$ cat config.mk
export PLATFORM = sky130hd
export DESIGN_NAME = cu_microcode_sequencer
export DESIGN_NICKNAME = d
export VERILOG_FILES = /design/src/rtl/cu_microcode_sequencer.sv
export SDC_FILE = /design/constraint.sdc
export NUM_CORES = 1
export LEC_CHECK = 0
export ABC_AREA = 1
export CAP_MARGIN = 0
export CORE_ASPECT_RATIO = 2
export CORE_UTILIZATION = 24
export CTS_CLUSTER_SIZE = 10
export DETAILED_ROUTE_END_ITERATION = 12
export PLACE_DENSITY = 0.83
export SLEW_MARGIN = 20
export SYNTH_ARGS = -nofsm -noshare
export SYNTH_HDL_FRONTEND = slang
export SYNTH_SLANG_ARGS = --single-unit
$ cat constraint.sdc
create_clock -name clk -period 1.3 [get_ports clk]
set_input_delay 0.39 -clock clk [delete_from_list [all_inputs] [get_ports clk]]
set_output_delay 0.39 -clock clk [all_outputs]
set_load 0.05 [all_outputs]
$ cat src/rtl/cu_microcode_sequencer.sv
// Microcode sequencer: tracks opcode, CB-table mode and micro-step, addresses the microcode ROM
// and steps through it under control of the word's own advance-select and CB-toggle fields.
module cu_microcode_sequencer #(
    parameter int unsigned     CW_W     = 71,
    parameter int unsigned     STEP_W   = 3,
    parameter logic [CW_W-1:0] WE_MASK  = 71'h7E_4000_7180_1000_0000,
    parameter logic [CW_W-1:0] NWE_MASK = 71'h8_0000_0020
) (
    input  logic              clk,
    input  logic              nreset,
    input  logic [7:0]        opcode_in,
    input  logic              flag_z,
    input  logic              flag_c,
    input  logic              mem_wait,
    output logic [8+STEP_W:0] rom_addr,
    input  logic [CW_W-1:0]   rom_data,
    output logic [CW_W-1:0]   control_signals,
    output logic [7:0]        cur_opcode,
    output logic              cb_mode,
    output logic [STEP_W-1:0] step,
    output logic              instr_start,
    output logic              seq_error
);

    localparam logic [1:0] ADV_NEXT  = 2'd0;
    localparam logic [1:0] ADV_FETCH = 2'd1;
    localparam logic [1:0] ADV_COND  = 2'd2;
    localparam logic [1:0] ADV_HOLD  = 2'd3;

    localparam logic [STEP_W-1:0] STEP_ONE = {{(STEP_W-1){1'b0}}, 1'b1};

    logic [7:0]        opcode_q, opcode_d;
    logic              cb_q, cb_d;
    logic [STEP_W-1:0] step_q, step_d;
    logic              err_q, err_d;

    logic [1:0] adv;
    logic       tgl;
    logic       cond;
    logic       do_next;
    logic       do_fetch;
    logic       fetch_tgl;

    assign adv = rom_data[34:33];
    assign tgl = rom_data[49];

    // Condition code lives in opcode bits [4:3]: NZ, Z, NC, C.
    always_comb begin
        cond = 1'b0;
        unique case (opcode_q[4:3])
            2'b00: cond = ~flag_z;
            2'b01: cond = flag_z;
            2'b10: cond = ~flag_c;
            2'b11: cond = flag_c;
            default: cond = 1'b0;
        endcase
    end

    always_comb begin
        opcode_d  = opcode_q;
        cb_d      = cb_q;
        step_d    = step_q;
        err_d     = err_q;
        do_next   = 1'b0;
        do_fetch  = 1'b0;
        fetch_tgl = 1'b0;

        if (!mem_wait) begin
            unique case (adv)
                ADV_NEXT: do_next = 1'b1;
                ADV_FETCH: begin
                    do_fetch  = 1'b1;
                    fetch_tgl = tgl;
                end
                ADV_COND: begin
                    if (cond) do_next = 1'b1;
                    else      do_fetch = 1'b1;
                end
                ADV_HOLD: ;
                default: ;
            endcase
        end

        // Running off the end of the step range is a microcode bug: flag it and refetch.
        if (do_next) begin
            if (step_q == '1) begin
                err_d    = 1'b1;
                do_fetch = 1'b1;
            end else begin
                step_d = step_q + STEP_ONE;
            end
        end

        if (do_fetch) begin
            opcode_d = opcode_in;
            step_d   = '0;
            cb_d     = fetch_tgl ? ~cb_q : 1'b0;
        end
    end

    always_ff @(posedge clk or negedge nreset) begin
        if (!nreset) begin
            opcode_q <= 8'h00;
            cb_q     <= 1'b0;
            step_q   <= '0;
            err_q    <= 1'b0;
        end else begin
            opcode_q <= opcode_d;
            cb_q     <= cb_d;
            step_q   <= step_d;
            err_q    <= err_d;
        end
    end

    always_comb begin
        control_signals = rom_data;
        if (mem_wait) control_signals = (rom_data & ~WE_MASK) | NWE_MASK;
    end

    assign rom_addr    = {cb_q, opcode_q, step_q};
    assign cur_opcode  = opcode_q;
    assign cb_mode     = cb_q;
    assign step        = step_q;
    assign instr_start = (step_q == '0);
    assign seq_error   = err_q;

endmodule

======== Yosys cells after proc, flatten, opt, wreduce, memory -nomap -nowiden ========
Index checks and enable logic that the tools add are counted.
storage, ports and cells
  bits in registers ....................... 13
  input port bits ......................... 84
  output and inout port bits .............. 97
cells by class
  reduce and logical (&&, ||, !) cells .... 6
  bitwise operators ....................... 3
  add/subtract/negate cells ............... 1
  eq/ne operators ......................... 7
  mux-type cells .......................... 16
operator list
  cell                                                             count
  71-bit two-way mux                                               1
  1-bit two-way mux                                                9
  3-bit two-way mux                                                3
  2-bit == test, second input constant                             3
  2-bit by 1-bit == test with 1-bit output, second input constant  2
  2-bit logical NOT                                                2
  1-bit case mux with 2 select lines                               2
  1-bit case mux with 4 select lines                               1
  2-bit AND reduction                                              2
  3-bit by 1-bit adder with 3-bit output, second input constant    1
  3-bit == test, second input constant                             1
  3-bit logical NOT                                                1
  1-bit NOT                                                        3
  2-bit inequality test, second input constant                     1
  2-bit nonzero test                                               1

======== Depth between registers and ports, before layout ========
Gate-level depths: netlist of the first run.
  depth in word-level cells ............... 9
  depth in mapped cells ................... 10

======== Least setup slack after synthesis of the first run ========
OpenSTA, ideal clock, no wires.
  kind .................................... reg2out
  from .................................... reg step_q[0], in the netlist step[0]
  to ...................................... out instr_start
  arrival time ............................ 1515 ps
  stages on the path, launching flop included .. 5
  path buffers ............................ 0
  required time ........................... 910 ps
  path slack .............................. -605 ps
  path through ............................ dfrtp_1 > inv_1 > ha_1 > inv_1 > nor2_1
on the way
  word-level cells in the longest chain between the ends .. 1
ends and longest elaborated chain
  item                      line  source
  start: declaration        34    logic [STEP_W-1:0] step_q, step_d;
  start signal: assignment  110   step_q <= step_d;
  3-bit logical NOT         124   assign instr_start = (step_q == '0);
  end: declaration          21    output logic instr_start,
Every way passes these cells.

======== Final worst setup path of the first run ========
  from .................................... reg step_q[1], in the netlist step[1]
  to ...................................... out instr_start
Same word-level chain as after synthesis.

==> results.cfg, run 1 <==
[setup_path]
end_kind = output port
cp.arrival_ps = 1120
critPathBufInv = 3
path_common_cell = inv_2
cp-start-kind = register
critical-path-max-stage-delay_ps = 400
worst-setup-path-type = reg2out
crit_fanout = 2
cpLargestDelayFamily = flip-flops
cp_slowest_cell = dfrtp_2
crit_chain = inv_2 -> ha_4 -> inv_2 -> nor2_4 -> buf_12
cp.required_ps = 910

[cts]
insertion_delay_ps = 240
clkSinkCount = 13
cts-root-buf = clkbuf_16
cts_tree = built
htreeDepth = 1
cts_buffers = 3
cts.clk_slew.worst_paths_ps = 40
cts_buffer_depth = 2

[synth]
syn-num-nets = 284
synth_common_cells = buf_4, nand2_1, inv_1
ys_seq_area_frac = 0.220
synth_area_leader_cell = buf_4
synth_area_leaders = buf_4, dfrtp_1, nand2_1, inv_1, nand3_2
syn_inst = 194
synthDominantCellAreaShare = 0.345
synthArstFlopShare = 1.00
post-synth-top-count-cell = buf_4
yosys.cell_types.count = 19
synth_ff_type = dfrtp_1
synth-seq-cells = 13
syn-cell-area_mm2 = 0.00148
yosys_warnings = 0
synth-edff-count = 0
syn-mean-instance-area_um2 = 7.62

[layout]
insertedDiodeCount = 0
drive_above_1_share = 0.684
area_growth_pct = 84.2
final_nets = 319

[sta]
setup_ws_ps = -206
relSlewSlack = 0.861
whs_ps = 457
setup_viol = 22
fin_crit_sh = 1.16
fin_skew_ps = 0.828
tightest_slew_ps = 208
rsz0062_at_grt = true
period_needed_ps = 1510
fmax_ghz = 0.664
slew_viol_final = 0
hold_viol = 0

[status]
status = finished, violations left
violations = DRC, setup timing

[drt]
top_layer = met4
vias_per_cell = 4.49
route.met3.wl_um = 1410
ant_nets = 0
drt_iter0_markers = 51
drt_pass1_iterations = 10
routed_wl_um = 6410
drc = 20
wl_per_cell_um = 22.0
dr_total_vias = 1308
dr_wl_met2_um = 3320
met1_length_um = 1330

[placed_design]
place_hpwl_um = 5210
place_congestion = 0.734
place_ws_ps = -698
port_buffers = 74

[global_routing]
grtUsageTotal = 0.198
gr-total-overflow = 0
antenna_found_initial = 0
grt_pass1_vias = 1440
grt_pass1_wl_um = 8890
grt_max_degree = 14

[power_and_ir_drop]
p_per_area_mw_per_mm2 = 1940
p_leak_nw = 1.29
vdd_drop_max_uv = 1290
power.total_w = 0.00529

[floorplan]
start_util = 0.248
die-area_mm2 = 0.00649
rows = 40
io-pin-count = 181
fp.dieH_um = 113
die_w_um = 57.5
core_mm2 = 0.00596

[flow_run]
drv_cap = 0

[worst_hold_path]
hold_class = in2async
==> placed cells by master, fill, tap and decap left out <==
cell             Yosys  final
clkbuf_2             0      5
clkbuf_1             1      1
nand3_1              9      7
nand2_1             29     28
buf_4               68     15
dlygate4sd2_1        0      4
clkdlybuf4s50_1      0      9
buf_12               1     49
inv_2                0     19
ha_2                 0      1
nor3_1               1      1
dfrtp_1             13      1
clkbuf_16            0      3
buf_6                2      5
nor2_4               1     16
a21oi_2              0      1
dfrtp_2              0     12
a21boi_2             0      1
nand2_4              3      6
nand3_2              9     11
buf_2                0      3
inv_1               28      9
nand2_2              2      2
ha_1                 6      3
a21boi_0             2      1
nand2_8              1      3
or2_4                0      2
ha_4                 0      2
clkdlybuf4s15_1      0      8
==> power by group <==
part	switching, W	leakage (nW)	internal [W]
logic	0.00198	1.11	0.00186
registers	0.000284	0.146	0.000579
clock network	0.000167	0.0382	0.000413
==> stage by stage <==
| stage | instances | util | setup TNS (ps) | cell area [µm²] |
|---|---|---|---|---|
| after floorplan | 194 | - | -1750 | 1640 |
| after global routing | 291 | 0.457 | -3520 | 2720 |
| after detailed placement | 273 | 0.409 | -13420 | 2430 |
| final | 291 | 0.457 | -2550 | 2720 |
| after global placement | 273 | 0.409 | -12480 | 2430 |
| after CTS | 288 | 0.447 | -2590 | 2670 |
==> cell type report <==
type                            count  area, µm²
Tap cell                           63       78.8
Fill cell                         507       3230
Inverter                           28        105
Timing Repair Buffer               98       1400
Sequential cell                    13        340
Multi-Input combinational cell     85        723
Clock buffer                        4       78.8
==> logic make-up (layout without fill, tap and decap cells) <==
family,count (synthesis),count (layout),synth area share
AO/OA/AOI/OAI,3,3,0.0135
adder cells (fa/ha/maj),6,6,0.0508
AND/OR/NAND/NOR,72,76,0.268
flip-flops,13,13,0.220
buffers and inverters,100,130,0.448
==> worst paths after layout <==
kind                                  startpoint                        end  slack (ps)  cells past startpoint
max                          step[1]$_DFFE_PN0P_                instr_start        -210                      5
min                                       nreset      seq_error$_DFFE_PN0P_         460                      2
max reg2reg                  step[0]$_DFFE_PN0P_        step[2]$_DFFE_PN0P_        -190                      6
max in group asynchronous                 nreset  cur_opcode[1]$_DFFE_PN0P_         660                      2
min in group clk           seq_error$_DFFE_PN0P_      seq_error$_DFFE_PN0P_         540                      2
min reg2reg                seq_error$_DFFE_PN0P_      seq_error$_DFFE_PN0P_         540                      2
==> registers in the layout, indices dropped and copies added, names as in the netlist <==
name and flops:
seq_error 1, cur_opcode 8, step 3, cb_mode 1
==> what timing repair did <==
action,CTS,global route
gates resized for setup,67,22
setup buffers,7,3
hold buffers,0,0
setup endpoints to repair,40,36
pin swaps,30,14
cloned,4,0
==> layer usage <==
layer  global-route usage  vias up
li1                     -      581
met5                    0        -
met3                0.169       36
met4                0.190        0
met1                0.124      567
met2                0.322      124
No activity file was read; power rests on OpenSTA's default activity.
==> inputs of run 2 (changes only) <==
--- a/config.mk
+++ b/config.mk
@@ -7,11 +7,13 @@
 export LEC_CHECK = 0
 export ABC_AREA = 1
 export CAP_MARGIN = 0
+export CELL_PAD_IN_SITES_DETAIL_PLACEMENT = 0
+export CELL_PAD_IN_SITES_GLOBAL_PLACEMENT = 1
 export CORE_ASPECT_RATIO = 2
-export CORE_UTILIZATION = 24
+export CORE_UTILIZATION = 15
 export CTS_CLUSTER_SIZE = 10
 export DETAILED_ROUTE_END_ITERATION = 12
-export PLACE_DENSITY = 0.83
+export PLACE_DENSITY = 0.84
 export SLEW_MARGIN = 20
 export SYNTH_ARGS = -nofsm -noshare
 export SYNTH_HDL_FRONTEND = slang
==> run 2 against run 1 <==
Against the previous run: the run ends with setup timing left; via count rose by 2.0%; worst hold slack got worse by 3.4 ps; first-iteration DRC count down 78%; wire length shrank 7.9%; register-to-register slack improved by 140 ps; sequential share of layout area down 1.1 points; die area grew 58%; clock power up 1%; critical endpoint unchanged; highest routed layer unchanged.
==> results.cfg, run 2 (synthesis results as in run 1) <==
[worst_hold_path]
hold_class = in2async

[floorplan]
start_util = 0.156
rows = 50
io-pin-count = 181
core_mm2 = 0.00945
die_w_um = 72.2
die-area_mm2 = 0.0103
fp.dieH_um = 142

[sta]
fin_skew_ps = 0.802
slew_viol_final = 0
hold_viol = 0
tightest_slew_ps = 265
fin_crit_sh = 1.16
relSlewSlack = 0.823
setup_viol = 33
period_needed_ps = 1510
setup_ws_ps = -212
whs_ps = 454
fmax_ghz = 0.662
rsz0062_at_grt = true

[layout]
fin_util = 0.317
final_common_cell = buf_12
drive_above_1_share = 0.731
final_cell_count_no_fill = 366
final_nets = 325
area_growth_pct = 103
mostFrequentLayoutCells = buf_12, inv_2, nand2_1
fill_cells = 951
largest_register_ffs = 8

[setup_path]
r2r-end = cur_opcode[4]$_DFFE_PN0P_
worst-setup-path-type = reg2out
cp.required_ps = 910
end_kind = output port
crit_fanout = 2
cp.arrival_ps = 1120
cp_slowest_cell = dfrtp_2
path_common_cell = inv_2
reg2reg_from = step[0]$_DFFE_PN0P_
r2r_cells = 7
critical-path-max-stage-delay_ps = 410
crit_chain = inv_2 -> ha_4 -> inv_2 -> nor2_4 -> buf_12
ff2ff_setup_slack_ps = -50
cp-start-kind = register

[drt]
dr_total_vias = 1334
drc = 0
drt_iter0_markers = 11
vias_per_cell = 3.64
wl_per_cell_um = 16.1
ant_nets = 0
routed_wl_um = 5900
drt_pass1_iterations = 4

[power_and_ir_drop]
power.total_w = 0.00550
pwr-share-seq = 0.154
intPower_w = 0.00298
p_leak_nw = 1.33
pwr-share-clk = 0.107
swShare = 0.457
p_comb_frac = 0.739
vdd_drop_max_uv = 1270
p_sw_w = 0.00251
p_per_area_mw_per_mm2 = 1840

[cts]
cts_tree = built
clkSinkCount = 13
htreeDepth = 1
cts.clk_slew.worst_paths_ps = 50
insertion_delay_ps = 240
cts_buffers = 3
cts-root-buf = clkbuf_16
cts_buffer_depth = 2

[global_routing]
grtUsageTotal = 0.115
gr-total-overflow = 0
antenna_found_initial = 2
grt_pass1_wl_um = 8520
grt_pass1_vias = 1475
grt_max_degree = 14

[status]
violations = setup timing
status = finished, violations left

[placed_design]
place_congestion = 0.744
place_hpwl_um = 4670
port_buffers = 74
place_inst = 346

[flow_run]
drv_cap = 0
-- run 2: cell count changes in the layout (fill, tap and decap cells not counted), sizes merged --
cell,change
buf,+5
clkdlybuf4s15,-5
clkbuf,-5
dlygate4sd2,+11
diode,+2
-- run 2: per-layer routing --
layer  vias to the layer above  global-route usage  part of all wire
met5                         -                   0                 0
met4                         0               0.110             0.094
met3                        51              0.0772              0.21
met2                        91               0.186              0.46
met1                       595              0.0878              0.24
li1                        597                   -                 -
-- run 2: final cells by class --
type | instances | area, µm² | share of cell area
Multi-Input combinational cell | 85 | 832 | 0.278
Tap cell | 130 | 163 | 0.0543
Clock buffer | 4 | 78.8 | 0.0263
Sequential cell | 13 | 340 | 0.114
Inverter | 28 | 105 | 0.0351
Timing Repair Buffer | 104 | 1470 | 0.491
Antenna cell | 2 | 5.00 | 0.00167
-- run 2: power groups by stage --
stage | logic, W | clock network (W) | registers [W]
2_1_floorplan | 0.00184 | 0 | 0.00126
3_3_place_gp | 0.00352 | 0 | 0.000876
3_5_place_dp | 0.00355 | 0 | 0.000882
4_1_cts | 0.00396 | 0.000598 | 0.000859
5_1_grt | 0.00423 | 0.000619 | 0.000876
6_report | 0.00406 | 0.000589 | 0.000844
-- run 2: stage by stage --
step	setup TNS [ps]	cell area (µm²)	setup WS [ps]
floorplan	-1750	1640	-141
global placement	-13750	2510	-718
detailed placement	-14290	2510	-766
CTS	-2500	2890	-228
global route	-3770	2990	-259
finish	-2500	2990	-212
-- run 2: worst max-delay path: cells and delay by family (launching register included) --
kind	cells	cell delay, ps
adder cells (fa/ha/maj)	1	130
flip-flops	1	410
AND/OR/NAND/NOR	1	90
buffers and inverters	3	250
-- run 2: timing repair --
item                                    4_1_cts  5_1_grt
endpoints found under the setup margin       42       39
resized for setup                            91       22
pin swaps                                    27       22
endpoints found under the hold margin         0        0
gates cloned                                  5        0
buffers inserted                              8        1
hold buffers                                  0        0
-- run 2: how the worst max path moves through the flow --
stage / from / endpoint / depth (start not counted)
5_1_grt: step[0]$_DFFE_PN0P_ / instr_start / 5
3_5_place_dp: rom_data[34] / cur_opcode[4]$_DFFE_PN0P_ / 9
4_1_cts: step[1]$_DFFE_PN0P_ / instr_start / 5
2_1_floorplan: step[0]$_DFFE_PN0P_ / instr_start / 4
6_report: step[0]$_DFFE_PN0P_ / instr_start / 5
3_3_place_gp: rom_data[34] / cur_opcode[5]$_DFFE_PN0P_ / 9
==> inputs of run 3 (changes only) <==
--- a/config.mk
+++ b/config.mk
@@ -7,13 +7,15 @@
 export LEC_CHECK = 0
 export ABC_AREA = 1
 export CAP_MARGIN = 0
-export CELL_PAD_IN_SITES_DETAIL_PLACEMENT = 0
+export CELL_PAD_IN_SITES_DETAIL_PLACEMENT = 1
 export CELL_PAD_IN_SITES_GLOBAL_PLACEMENT = 1
 export CORE_ASPECT_RATIO = 2
 export CORE_UTILIZATION = 15
 export CTS_CLUSTER_SIZE = 10
 export DETAILED_ROUTE_END_ITERATION = 12
 export PLACE_DENSITY = 0.84
+export RECOVER_POWER = 50
+export REMOVE_ABC_BUFFERS = 1
 export SLEW_MARGIN = 20
 export SYNTH_ARGS = -nofsm -noshare
 export SYNTH_HDL_FRONTEND = slang
==> run 3 against run 2 <==
Against the previous run: the run still ends with setup timing left; cell area fell by 3.4%; register-to-register slack about the same; worst hold slack better by 120 ps; sequential power is 1% lower; global-route usage is 3.5 points higher; critical path depth unchanged; wire length rose by 33%; cell count decreased by 0.82%; clock-buffer cell count stayed put; sequential share of layout area is 0.27 points higher; critical endpoint unchanged.
==> results.cfg, run 3 (synthesis results as in run 1) <==
[cts]
insertion_delay_ps = 240
htreeDepth = 1
holdBufCountCts = 0
cts-root-buf = clkbuf_16
cts_buffers = 3
cts.clk_slew.worst_paths_ps = 50
clkSinkCount = 13
cts_tree = built
cts_buffer_depth = 2

[global_routing]
gr-total-overflow = 0
grt.busiest_layer = met2
grt_pass1_vias = 1485
grt_util_met2 = 0.272
grt_max_degree = 14
antenna_found_initial = 0
grtUsageTotal = 0.150
grt.met3_usage = 0.171
grt_pass1_wl_um = 10600
met1_usage = 0.0921

[power_and_ir_drop]
vdd_drop_max_uv = 1450
p_per_area_mw_per_mm2 = 1870
p_leak_nw = 1.34

[floorplan]
fp.dieH_um = 142
start_util = 0.156
rows = 50
die-area_mm2 = 0.0103
die_w_um = 72.2
io-pin-count = 181
core_mm2 = 0.00945

[setup_path]
crit_fanout = 2
end_kind = output port
critical-path-max-stage-delay_ps = 380
cp.required_ps = 910
crit_start = step[1]$_DFFE_PN0P_
critPathBufInv = 3
cp-start-kind = register
cp_slowest_cell = dfrtp_1
crit_chain = inv_1 -> ha_2 -> inv_2 -> nor2_4 -> buf_12
reg2reg_from = cur_opcode[4]$_DFFE_PN0P_
r2r-end = step[1]$_DFFE_PN0P_
cpLargestDelayFamily = flip-flops
worst-setup-path-type = reg2out
r2r_cells = 10
cp.arrival_ps = 1120
ff2ff_setup_slack_ps = -60

[flow_run]
drv_cap = 0

[sta]
period_needed_ps = 1510
fmax_ghz = 0.662
fin_setup_tns_ps = -1700
tightest_slew_ps = 357
setup_viol = 27
hold_viol = 0
rsz0062_at_grt = true
whs_ps = 570
fin_crit_sh = 1.16
fin_skew_ps = 2.15
slew_viol_final = 0
relSlewSlack = 0.762
setup_ws_ps = -210

[worst_hold_path]
hold_class = reg2reg
whs_endpoint = seq_error$_DFFE_PN0P_
hold_depth = 2
min-delay-start = seq_error$_DFFE_PN0P_

[placed_design]
port_buffers = 74
place_ws_ps = -745
place_congestion = 0.793
place_hpwl_um = 6480
place_inst = 344

[layout]
largest_register_ffs = 8
final_common_cell = buf_12
area_growth_pct = 95.7
fin_util = 0.306
fill_cells = 1027
final_nets = 324
drive_above_1_share = 0.708
insertedDiodeCount = 0
mostFrequentLayoutCells = buf_12, buf_4, nand2_1
multiInputGateArea_um2 = 738
area.sequential_um2 = 337
final_cell_count_no_fill = 363

[status]
violations = setup timing
status = finished, violations left

[drt]
ant_nets = 0
dr_total_vias = 1362
wl_per_cell_um = 21.7
drt_iter0_markers = 25
vias_per_cell = 3.75
routed_wl_um = 7860
drc = 0
drt_pass1_iterations = 3
-- run 3: final cells by class --
class / count / share of cell area
clock buffer: 4 / 0.0273
inverter: 28 / 0.0363
multi-input combinational: 81 / 0.255
sequential: 13 / 0.116
tap: 130 / 0.0563
timing repair buffer: 107 / 0.508
-- run 3: through the flow --
stage / power (W) / cell area [µm²]
after detailed placement: 0.00438 / 2400
after global routing: 0.00561 / 2890
after global placement: 0.00433 / 2400
after CTS: 0.00535 / 2790
after floorplan: 0.00228 / 921
final: 0.00539 / 2890
-- run 3: timing repair --
| item | in CTS | in global routing |
|---|---|---|
| setup buffers | 10 | 4 |
| cloned | 1 | 0 |
| resized for setup | 119 | 27 |
| endpoints found under the setup margin | 51 | 38 |
| pin swaps | 23 | 24 |
-- run 3: routing by layer --
metal	vias to the layer above	routed length, µm
li1	586	-
met1	615	1610
met2	152	4140
met3	9	2030
met4	0	80
met5	-	0
-- run 3: worst reg2reg max path, delay by kind of cell, from the launching register on --
kind	cells	cell delay (ps)
AND/OR/NAND/NOR	8	590
flip-flops	1	440
buffers and inverters	2	230
-- run 3: worst max-delay path by stage --
| stage | to | slack [ps] | depth (start not counted) |
|---|---|---|---|
| 5_1_grt | instr_start | -260 | 5 |
| 3_5_place_dp | cur_opcode[2]$_DFFE_PN0P_ | -750 | 9 |
| 6_report | instr_start | -210 | 5 |
| 4_1_cts | instr_start | -210 | 5 |
| 2_1_floorplan | instr_start | -810 | 4 |
| 3_3_place_gp | cur_opcode[6]$_DFFE_PN0P_ | -610 | 9 |
-- run 3: power by group --
part | total (W) | leakage [nW] | switching (W) | internal [W]
clock network | 0.000595 | 0.0382 | 0.000180 | 0.000415
logic | 0.00397 | 1.15 | 0.00202 | 0.00194
registers | 0.000832 | 0.150 | 0.000261 | 0.000571
total | 0.00539 | 1.34 | 0.00247 | 0.00293
